[config.mk]
export PLATFORM = sky130hd
export DESIGN_NAME = macro_credit_cnt4
export DESIGN_NICKNAME = d
export VERILOG_FILES = /design/src/rtl/macro_credit_cnt4.sv
export SDC_FILE = /design/constraint.sdc
export NUM_CORES = 1
export LEC_CHECK = 0
export CAP_MARGIN = 20
export CELL_PAD_IN_SITES_DETAIL_PLACEMENT = 1
export CELL_PAD_IN_SITES_GLOBAL_PLACEMENT = 1
export CORE_MARGIN = 2
export CORE_UTILIZATION = 35
export CTS_CLUSTER_DIAMETER = 150
export CTS_CLUSTER_SIZE = 16
export DETAILED_ROUTE_END_ITERATION = 8
export HOLD_SLACK_MARGIN = 0.12
export PLACE_DENSITY_LB_ADDON = 0.25
export SLEW_MARGIN = 5
export SYNTH_ARGS = -nofsm -noshare
export SYNTH_HDL_FRONTEND = slang
export SYNTH_SLANG_ARGS = --single-unit
[constraint.sdc]
create_clock -name clk -period 2.11 [get_ports clk]
set_clock_uncertainty 0.1 [all_clocks]
set_input_delay 0.3165 -clock clk [delete_from_list [all_inputs] [get_ports clk]]
set_output_delay 0.3165 -clock clk [all_outputs]
set_load 0.005 [all_outputs]
[src/rtl/macro_credit_cnt4.sv]
// Credit counter for the issuing end of a credit-based link.
// Hands credits to a local requester, takes back credits returned by the
// remote consumer, and traps overflow/underflow in a sticky FAULT state.
// The +/-1 arithmetic goes through a small 4-bit increment/decrement ROM.

// Unsigned 4-bit increment/decrement lookup.
// Address is {dec, a}; the entry holds {carry/borrow, result}.
module macro_rom_decinc4 (
    input  logic [3:0] a,
    input  logic       dec,
    output logic [3:0] y,
    output logic       c
);
    logic [4:0] rom [0:31];

    // Table contents are constants elaborated per entry:
    // entries 0..15 hold a+1, entries 16..31 hold a-1 with borrow on 0.
    generate
        for (genvar gi = 0; gi < 32; gi++) begin : g_rom
            if (gi < 16) begin : g_inc
                assign rom[gi] = 5'(gi + 1);
            end else if (gi == 16) begin : g_dec_zero
                assign rom[gi] = 5'b1_1111;
            end else begin : g_dec
                assign rom[gi] = 5'(gi - 17);
            end
        end
    endgenerate

    assign {c, y} = rom[{dec, a}];
endmodule

module macro_credit_cnt4 #(
    parameter int INIT_CREDITS = 8,
    parameter int MAX_CREDITS  = 15,
    parameter int BYPASS_ZERO  = 1
) (
    input  logic       clk,
    input  logic       reset,
    input  logic       req,
    output logic       grant,
    input  logic       ret,
    output logic [3:0] credits,
    output logic       empty,
    output logic       full,
    output logic       ready,
    output logic       fault
);
    localparam logic [3:0] INIT4 = 4'(INIT_CREDITS);
    localparam logic [3:0] MAX4  = 4'(MAX_CREDITS);
    localparam logic       BYP   = (BYPASS_ZERO != 0);

    typedef enum logic [1:0] {
        ST_INIT  = 2'd0,
        ST_RUN   = 2'd1,
        ST_FAULT = 2'd2
    } state_t;

    state_t     state_reg, state_next;
    logic [3:0] credits_reg, credits_next;
    logic       rom_dec;
    logic [3:0] rom_y;
    logic       rom_c;

    // A transfer with no matching return decrements; anything else asks the
    // ROM for the increment, which is only applied on a lone return.
    assign rom_dec = grant & ~ret;

    macro_rom_decinc4 u_rom (
        .a   (credits_reg),
        .dec (rom_dec),
        .y   (rom_y),
        .c   (rom_c)
    );

    // Next-state, next-count and the combinational grant.
    always_comb begin
        state_next   = state_reg;
        credits_next = credits_reg;
        grant        = 1'b0;
        case (state_reg)
            ST_INIT: begin
                state_next   = ST_RUN;
                credits_next = INIT4;
            end
            ST_RUN: begin
                grant = req & ((credits_reg != 4'd0) | (BYP & ret));
                if (grant && !ret) begin
                    // Borrow out of the ROM means a decrement from zero;
                    // the grant rule should prevent it, but trap it anyway.
                    if (rom_c) begin
                        state_next = ST_FAULT;
                    end else begin
                        credits_next = rom_y;
                    end
                end else if (ret && !grant) begin
                    // A return at the ceiling is an overflow: freeze at MAX.
                    if (credits_reg == MAX4 || rom_c) begin
                        state_next = ST_FAULT;
                    end else begin
                        credits_next = rom_y;
                    end
                end
            end
            ST_FAULT: begin
                state_next = ST_FAULT;
            end
            default: begin
                state_next   = ST_INIT;
                credits_next = 4'd0;
            end
        endcase
    end

    // State and count registers; reset wins over any in-flight transfer.
    always_ff @(posedge clk) begin
        if (reset) begin
            state_reg   <= ST_INIT;
            credits_reg <= 4'd0;
        end else begin
            state_reg   <= state_next;
            credits_reg <= credits_next;
        end
    end

    assign credits = credits_reg;
    assign empty   = (credits_reg == 4'd0);
    assign full    = (credits_reg == MAX4);
    assign ready   = (state_reg == ST_RUN);
    assign fault   = (state_reg == ST_FAULT);
endmodule

==> impl_metrics.ini, run 1 <==
[logic_synthesis]
mappedNetlistNets = 79
synth_warnings = 0
number_of_enable_type_register_cells_in_the_synthesized_netlist = 0
top_post_synthesis_cells_by_count = sky130_fd_sc_hd__a21oi_1, sky130_fd_sc_hd__ha_1, sky130_fd_sc_hd__dfxtp_1, sky130_fd_sc_hd__inv_1, sky130_fd_sc_hd__nor2_1
cell_area_synth_um2 = 577
postSynth.topFlopCell = sky130_fd_sc_hd__dfxtp_1
seq_area_frac_synth_pct = 20.8
netlist.area_leader.share_pct = 20.8
yosys-top-cells-area = sky130_fd_sc_hd__dfxtp_1, sky130_fd_sc_hd__ha_1, sky130_fd_sc_hd__a21oi_1
syn_inst = 67
post_synth.cell_area_avg_um2 = 8.61
synth-seq-cells = 6
asyncSetResetFlopFracSynth_pct = 0
synth_area_leader_cell = sky130_fd_sc_hd__dfxtp_1
synth_cell_types = 29

[setup_path]
reg2reg_setup_slack_ps = 80
crit-reg2reg-launch = credits[0]$_SDFFE_PP0P_
reg2regPathDepth = 7
critical_path_class = flip-flop to output pin
reg2reg_to = credits[0]$_SDFFE_PP0P_
timing.critical_path.required_ps = 1690
cp-end-kind = output pin
cp_max_fo = 4
cp-start-kind = flip-flop
crit_chain = buf_4 > ha_2 > nand3_2 > inv_2 > clkdlybuf4s50_1
crit_arrival_ps = 1620
cpMaxStageDelayCell = sky130_fd_sc_hd__clkdlybuf4s50_1
critPathMaxStageDelay_ps = 490

[power_and_ir_drop]
combinationalPowerShare_pct = 67.8
p_switching_mw = 0.410
power.share.clock_pct = 11.0
power.sequential.fraction_pct = 21.2
max_rail_drop_vdd_v = 0.000696
swShare_pct = 41.7
internal_power_mw = 0.573
design_power_total_mw = 0.982
power_per_cell_area_nw_per_um2 = 1280
p_leak_nw = 0.322

[timing]
period_share_pct = 96.5
worst_slew_margin_rel_pct = 75.1
final-setup-viol-count = 0
final_period_minus_worst_setup_slack_ps = 2040
hold-worst-slack_ps = 442
finalSetupTns_ps = 0
worst_slew_pin_slew_ps = 369
fmax_achieved_mhz = 491
final_max_slew_viol_count = 0
number_of_hold_slack_violations_in_the_final_timing_report = 0
rsz_0062_raised_after_global_routing = no

[cts]
cts_hold_repair.buffers = 0
clock_tree_from_tritoncts = done
cts.clk_slew.worst_paths_ps = 50
clkLatencyLatePin_ps = 250
clock_path_buffers = 2
cts-root-buf = sky130_fd_sc_hd__clkbuf_4
htreeDepth = 1
tritoncts.num_buffers = 3
clock_sink_count = 6

[routing]
routed_via_density = 5.24
routed-wl-met3_um = 26
detail_route.wl_per_cell_um = 14.1
vias = 534
routed_wl_mm = 1.44
wl_met2_um = 669
routed.top_layer = met4
met1_length_um = 697
detail_route.drc_violations = 0
detailedRoute.firstPassIterationCount = 4
drtIter0Drc = 4
route.antenna.remaining_nets = 0

[placed_design]
routability_cong = 0.830
io_buffers = 12
place_area_um2 = 728
dp_hpwl_mm = 1.18

[finish]
antenna-diode-count = 0
layout.nets = 100
multi_input_comb_area_um2 = 409
largest_reg_flops = 4
layout_area_growth_over_synthesis_pct = 33.2
finish.instance_area_um2 = 768
final_layout_size_suffix_gt1_share_pct = 20.9
seq_area_um2 = 120
fill_cells = 192

[die]
die_area_um2 = 1990
fp-row-count = 14
initial_core_util_pct = 37.8
die_y_um = 44.6
core_region_area_um2 = 1520
ioPinCount = 13
fp.dieW_um = 44.6

[min_path]
worstHoldStart = state_reg[1]$_SDFFE_PP0P_
worstHoldPathCells = 2
hold_class = flip-flop to flip-flop
min_to = state_reg[1]$_SDFFE_PP0P_

[grt]
first_global_vias = 528
globalRoute.totalOverflow = 0
grt_first_pass_wirelength_mm = 2.48
gr-usage-all-layers_pct = 18.4
maximum_number_of_pins_on_one_net_before_global_route_repair = 10
initial_antenna_violation_count = 0

[outcome]
run_status = complete, no violations

[job]
cap_violations = 0
-- placed cells by master (no fill, tap or decap), types with 2 or more instances in the layout --
cell type / instances
sky130_fd_sc_hd__mux2i_1: 3
sky130_fd_sc_hd__dlygate4sd2_1: 2
sky130_fd_sc_hd__a21oi_1: 8
sky130_fd_sc_hd__o21a_1: 2
sky130_fd_sc_hd__clkbuf_4: 3
sky130_fd_sc_hd__buf_4: 7
sky130_fd_sc_hd__o21ai_0: 3
sky130_fd_sc_hd__dfxtp_1: 6
sky130_fd_sc_hd__clkdlybuf4s50_1: 10
sky130_fd_sc_hd__ha_1: 6
sky130_fd_sc_hd__nand2b_1: 2
sky130_fd_sc_hd__nand2_1: 3
sky130_fd_sc_hd__ha_2: 2
sky130_fd_sc_hd__nor2_1: 4
sky130_fd_sc_hd__or4_1: 2
sky130_fd_sc_hd__inv_1: 6
sky130_fd_sc_hd__nor3_1: 2
-- what timing repair did --
item / in CTS / in global routing
setup endpoints to repair: 2 / 1
cloned: 0 / 0
resized for setup: 3 / 1
setup buffers: 2 / 0
-- critical path, delay by kind of cell (launching register included) --
kind | cells | cell delay, ps
AND/OR/NAND/NOR | 1 | 100
adder cells (fa/ha/maj) | 1 | 210
buffers and inverters | 3 | 710
flip-flops | 1 | 340
-- worst max path at each step --
| stage | start | to | slack, ps | depth (start not counted) |
|---|---|---|---|---|
| after floorplan | credits[0]$_SDFFE_PP0P_ | credits[0]$_SDFFE_PP0P_ | 210 | 6 |
| after global placement | req | credits[0]$_SDFFE_PP0P_ | 80 | 5 |
| after detailed placement | req | credits[0]$_SDFFE_PP0P_ | 10 | 5 |
| after CTS | credits[0]$_SDFFE_PP0P_ | full | 40 | 5 |
| after global routing | credits[0]$_SDFFE_PP0P_ | credits[0]$_SDFFE_PP0P_ | 1 | 7 |
| final | credits[0]$_SDFFE_PP0P_ | full | 70 | 5 |
-- through the flow --
step,utilization [%],instances,setup slack (ps)
2_1_floorplan,-,67,211
3_3_place_gp,47.8,97,83.2
3_5_place_dp,47.8,97,10.7
4_1_cts,50.2,102,35.4
5_1_grt,50.4,102,1.20
6_report,50.4,102,74.5
-- final cells by class --
type | count | share of cell area [%]
flip-flops and latches | 6 | 15.6
well taps | 16 | 2.61
clock buffers | 3 | 2.93
inverters | 7 | 3.42
repair buffers | 19 | 22.1
multi-input cells | 51 | 53.3
-- kinds of logic (layout without fill, tap and decap cells) --
kind of cell / count (synthesis) / in the layout / synth area share (%)
flops: 6 / 6 / 20.8
simple gates: 19 / 19 / 21.9
fa+ha+maj: 8 / 8 / 17.4
mux: 3 / 3 / 5.21
compound gates: 21 / 21 / 25.6
buf+inv: 10 / 29 / 9.11
-- per-layer routing --
metal / global-route usage (%) / vias up
li1: - / 282
met3: 2.45 / 4
met5: 0 / -
met2: 28.1 / 7
met4: 14.5 / 0
met1: 22.8 / 241
-- power by group through the flow --
stage          clock [mW]  combinational, mW  sequential (mW)
2_1_floorplan           0              0.417            0.196
3_3_place_gp            0              0.631            0.211
3_5_place_dp            0              0.638            0.212
4_1_cts             0.114              0.673            0.210
5_1_grt             0.121              0.748            0.214
6_report            0.108              0.666            0.209
(Power assumes the default switching activity.)
==> inputs of run 2 (changes only) <==
Settings changed: CAP_MARGIN 20 to 0.
==> results of run 2 <==
The final DEF is identical to that of run 1; final timing and power are the same.
==> inputs of run 3 (changes only) <==
Clock period 2.11 ns to 1.98 ns, I/O delays scaled along.
==> run 3 against run 2 <==
Compared with the run above: non-clock buffer count is 6 higher; combinational power grew 25%; largest power group unchanged; total power increased by 20%; first-iteration DRC count unchanged; routed wire length increased by 15%; final cell count grew 5.9%; clock power rose by 13%; via count increased by 9.6%; worst hold slack got worse by 3.3 ps; die area stayed put; register-to-register slack worse by 60 ps; global-route usage is 1.2 points higher.
==> impl_metrics.ini, run 3 (synthesis results as in run 1) <==
[routing]
detail_route.wl_per_cell_um = 15.4
route.antenna.remaining_nets = 0
detailedRoute.firstPassIterationCount = 3
drtIter0Drc = 4
routed_wl_mm = 1.66
detail_route.drc_violations = 0
routed_via_density = 5.42
vias = 585

[finish]
final-instance-count-excl-fill = 108
antenna-diode-count = 0
finish.instance_area_um2 = 860
largest_reg_flops = 4
layout.cells.most_common = sky130_fd_sc_hd__buf_4
layout.nets = 106
layout_area_growth_over_synthesis_pct = 49.0
final_layout_size_suffix_gt1_share_pct = 31.5
final_cell_mix = sky130_fd_sc_hd__buf_4, sky130_fd_sc_hd__clkdlybuf4s50_1, sky130_fd_sc_hd__a21oi_1

[grt]
globalRoute.totalOverflow = 0
first_global_vias = 576
gr-usage-all-layers_pct = 19.6
initial_antenna_violation_count = 0
grt_first_pass_wirelength_mm = 2.73
maximum_number_of_pins_on_one_net_before_global_route_repair = 10

[cts]
tritoncts.num_buffers = 3
cts_hold_repair.buffers = 0
cts-root-buf = sky130_fd_sc_hd__clkbuf_4
clock_path_buffers = 2
clock_sink_count = 6
htreeDepth = 1
cts.clk_slew.worst_paths_ps = 50
clkLatencyLatePin_ps = 260
clock_tree_from_tritoncts = done

[timing]
worst_slack_ps = 15.4
final-setup-viol-count = 0
rsz_0062_raised_after_global_routing = yes
worst_slew_margin_rel_pct = 71.8
hold-worst-slack_ps = 439
worst_slew_pin_slew_ps = 419
number_of_hold_slack_violations_in_the_final_timing_report = 0
final_max_slew_viol_count = 0
period_share_pct = 99.2
fmax_achieved_mhz = 509
final_period_minus_worst_setup_slack_ps = 1960

[outcome]
run_status = complete, no violations

[die]
initial_core_util_pct = 37.8
ioPinCount = 13
core_region_area_um2 = 1520
die_y_um = 44.6
fp-row-count = 14
die_area_um2 = 1990
fp.dieW_um = 44.6

[placed_design]
pre_cts_ws_ps = -77.5
dp_hpwl_mm = 1.23
io_buffers = 12
placed_cells = 102
place_area_um2 = 766
routability_cong = 0.782

[setup_path]
timing.critical_path.required_ps = 2070
critPathMaxStageDelay_ps = 480
path_delay_family = simple AND/OR/NAND/NOR gates
cp-end-kind = flip-flop
critical_path_class = flip-flop to flip-flop
cp_max_fo = 4
crit_arrival_ps = 2060
critical_path_buf_inv_count = 2
cp-start-kind = flip-flop
crit_chain = inv_1 > ha_4 > nor3b_4 > buf_4 > o221a_4 > or4_4 > a21oi_2
cpMaxStageDelayCell = sky130_fd_sc_hd__or4_4

[power_and_ir_drop]
max_rail_drop_vdd_v = 0.000709
design_power_total_mw = 1.18
power_per_cell_area_nw_per_um2 = 1370
p_leak_nw = 0.357

[min_path]
hold_class = flip-flop to flip-flop

[job]
cap_violations = 0
run 3: worst paths after layout:
kind                                     to  slack, ps  cells past startpoint                      start
setup / recovery    credits[0]$_SDFFE_PP0P_         20                      7    credits[0]$_SDFFE_PP0P_
hold / removal    state_reg[0]$_SDFFE_PP0P_        440                      2  state_reg[0]$_SDFFE_PP0P_
setup reg to reg    credits[0]$_SDFFE_PP0P_         20                      7    credits[0]$_SDFFE_PP0P_
hold reg to reg   state_reg[0]$_SDFFE_PP0P_        440                      2  state_reg[0]$_SDFFE_PP0P_
run 3: worst reg2reg max path, stage by stage (launching register included):
cell	delay (ps)
sky130_fd_sc_hd__dfxtp_1	320
sky130_fd_sc_hd__inv_1	100
sky130_fd_sc_hd__ha_4	190
sky130_fd_sc_hd__nor3b_4	160
sky130_fd_sc_hd__buf_4	160
sky130_fd_sc_hd__o221a_4	280
sky130_fd_sc_hd__or4_4	480
sky130_fd_sc_hd__a21oi_2	120
run 3: area by class of cell:
cell class,count,area (um2)
flip-flops and latches,6,120
clock buffers,3,22.5
repair buffers,25,219
inverters,7,26.3
multi-input cells,51,452
fillers,193,664
well taps,16,20.0
run 3: what timing repair did:
item                       4_1_cts  5_1_grt
setup endpoints to repair        3        5
gates resized for setup          4        8
buffers inserted                 3        0
pin swaps                        0        1
run 3: per-layer routing:
layer	part of all wire [%]	vias to the layer above	track usage, %	routed length [um]
met4	2.1	0	10.9	35
met1	48	275	24.6	791
met3	1.8	5	2.45	30
met2	48	9	31.9	805
li1	-	296	-	-
met5	0	-	0	0
run 3: power breakdown:
group | total (mW) | internal (mW) | switching (mW)
clock | 0.122 | 0.0692 | 0.0529
combinational | 0.835 | 0.449 | 0.386
sequential | 0.223 | 0.167 | 0.0559
total | 1.18 | 0.685 | 0.495
run 3: metrics by stage:
stage / util (%) / setup TNS, ps
final: 56.4 / 0
after CTS: 53.4 / -31.2
after floorplan: - / 0
after detailed placement: 50.2 / -90.9
after global routing: 56.4 / -102
after global placement: 50.2 / -19.1
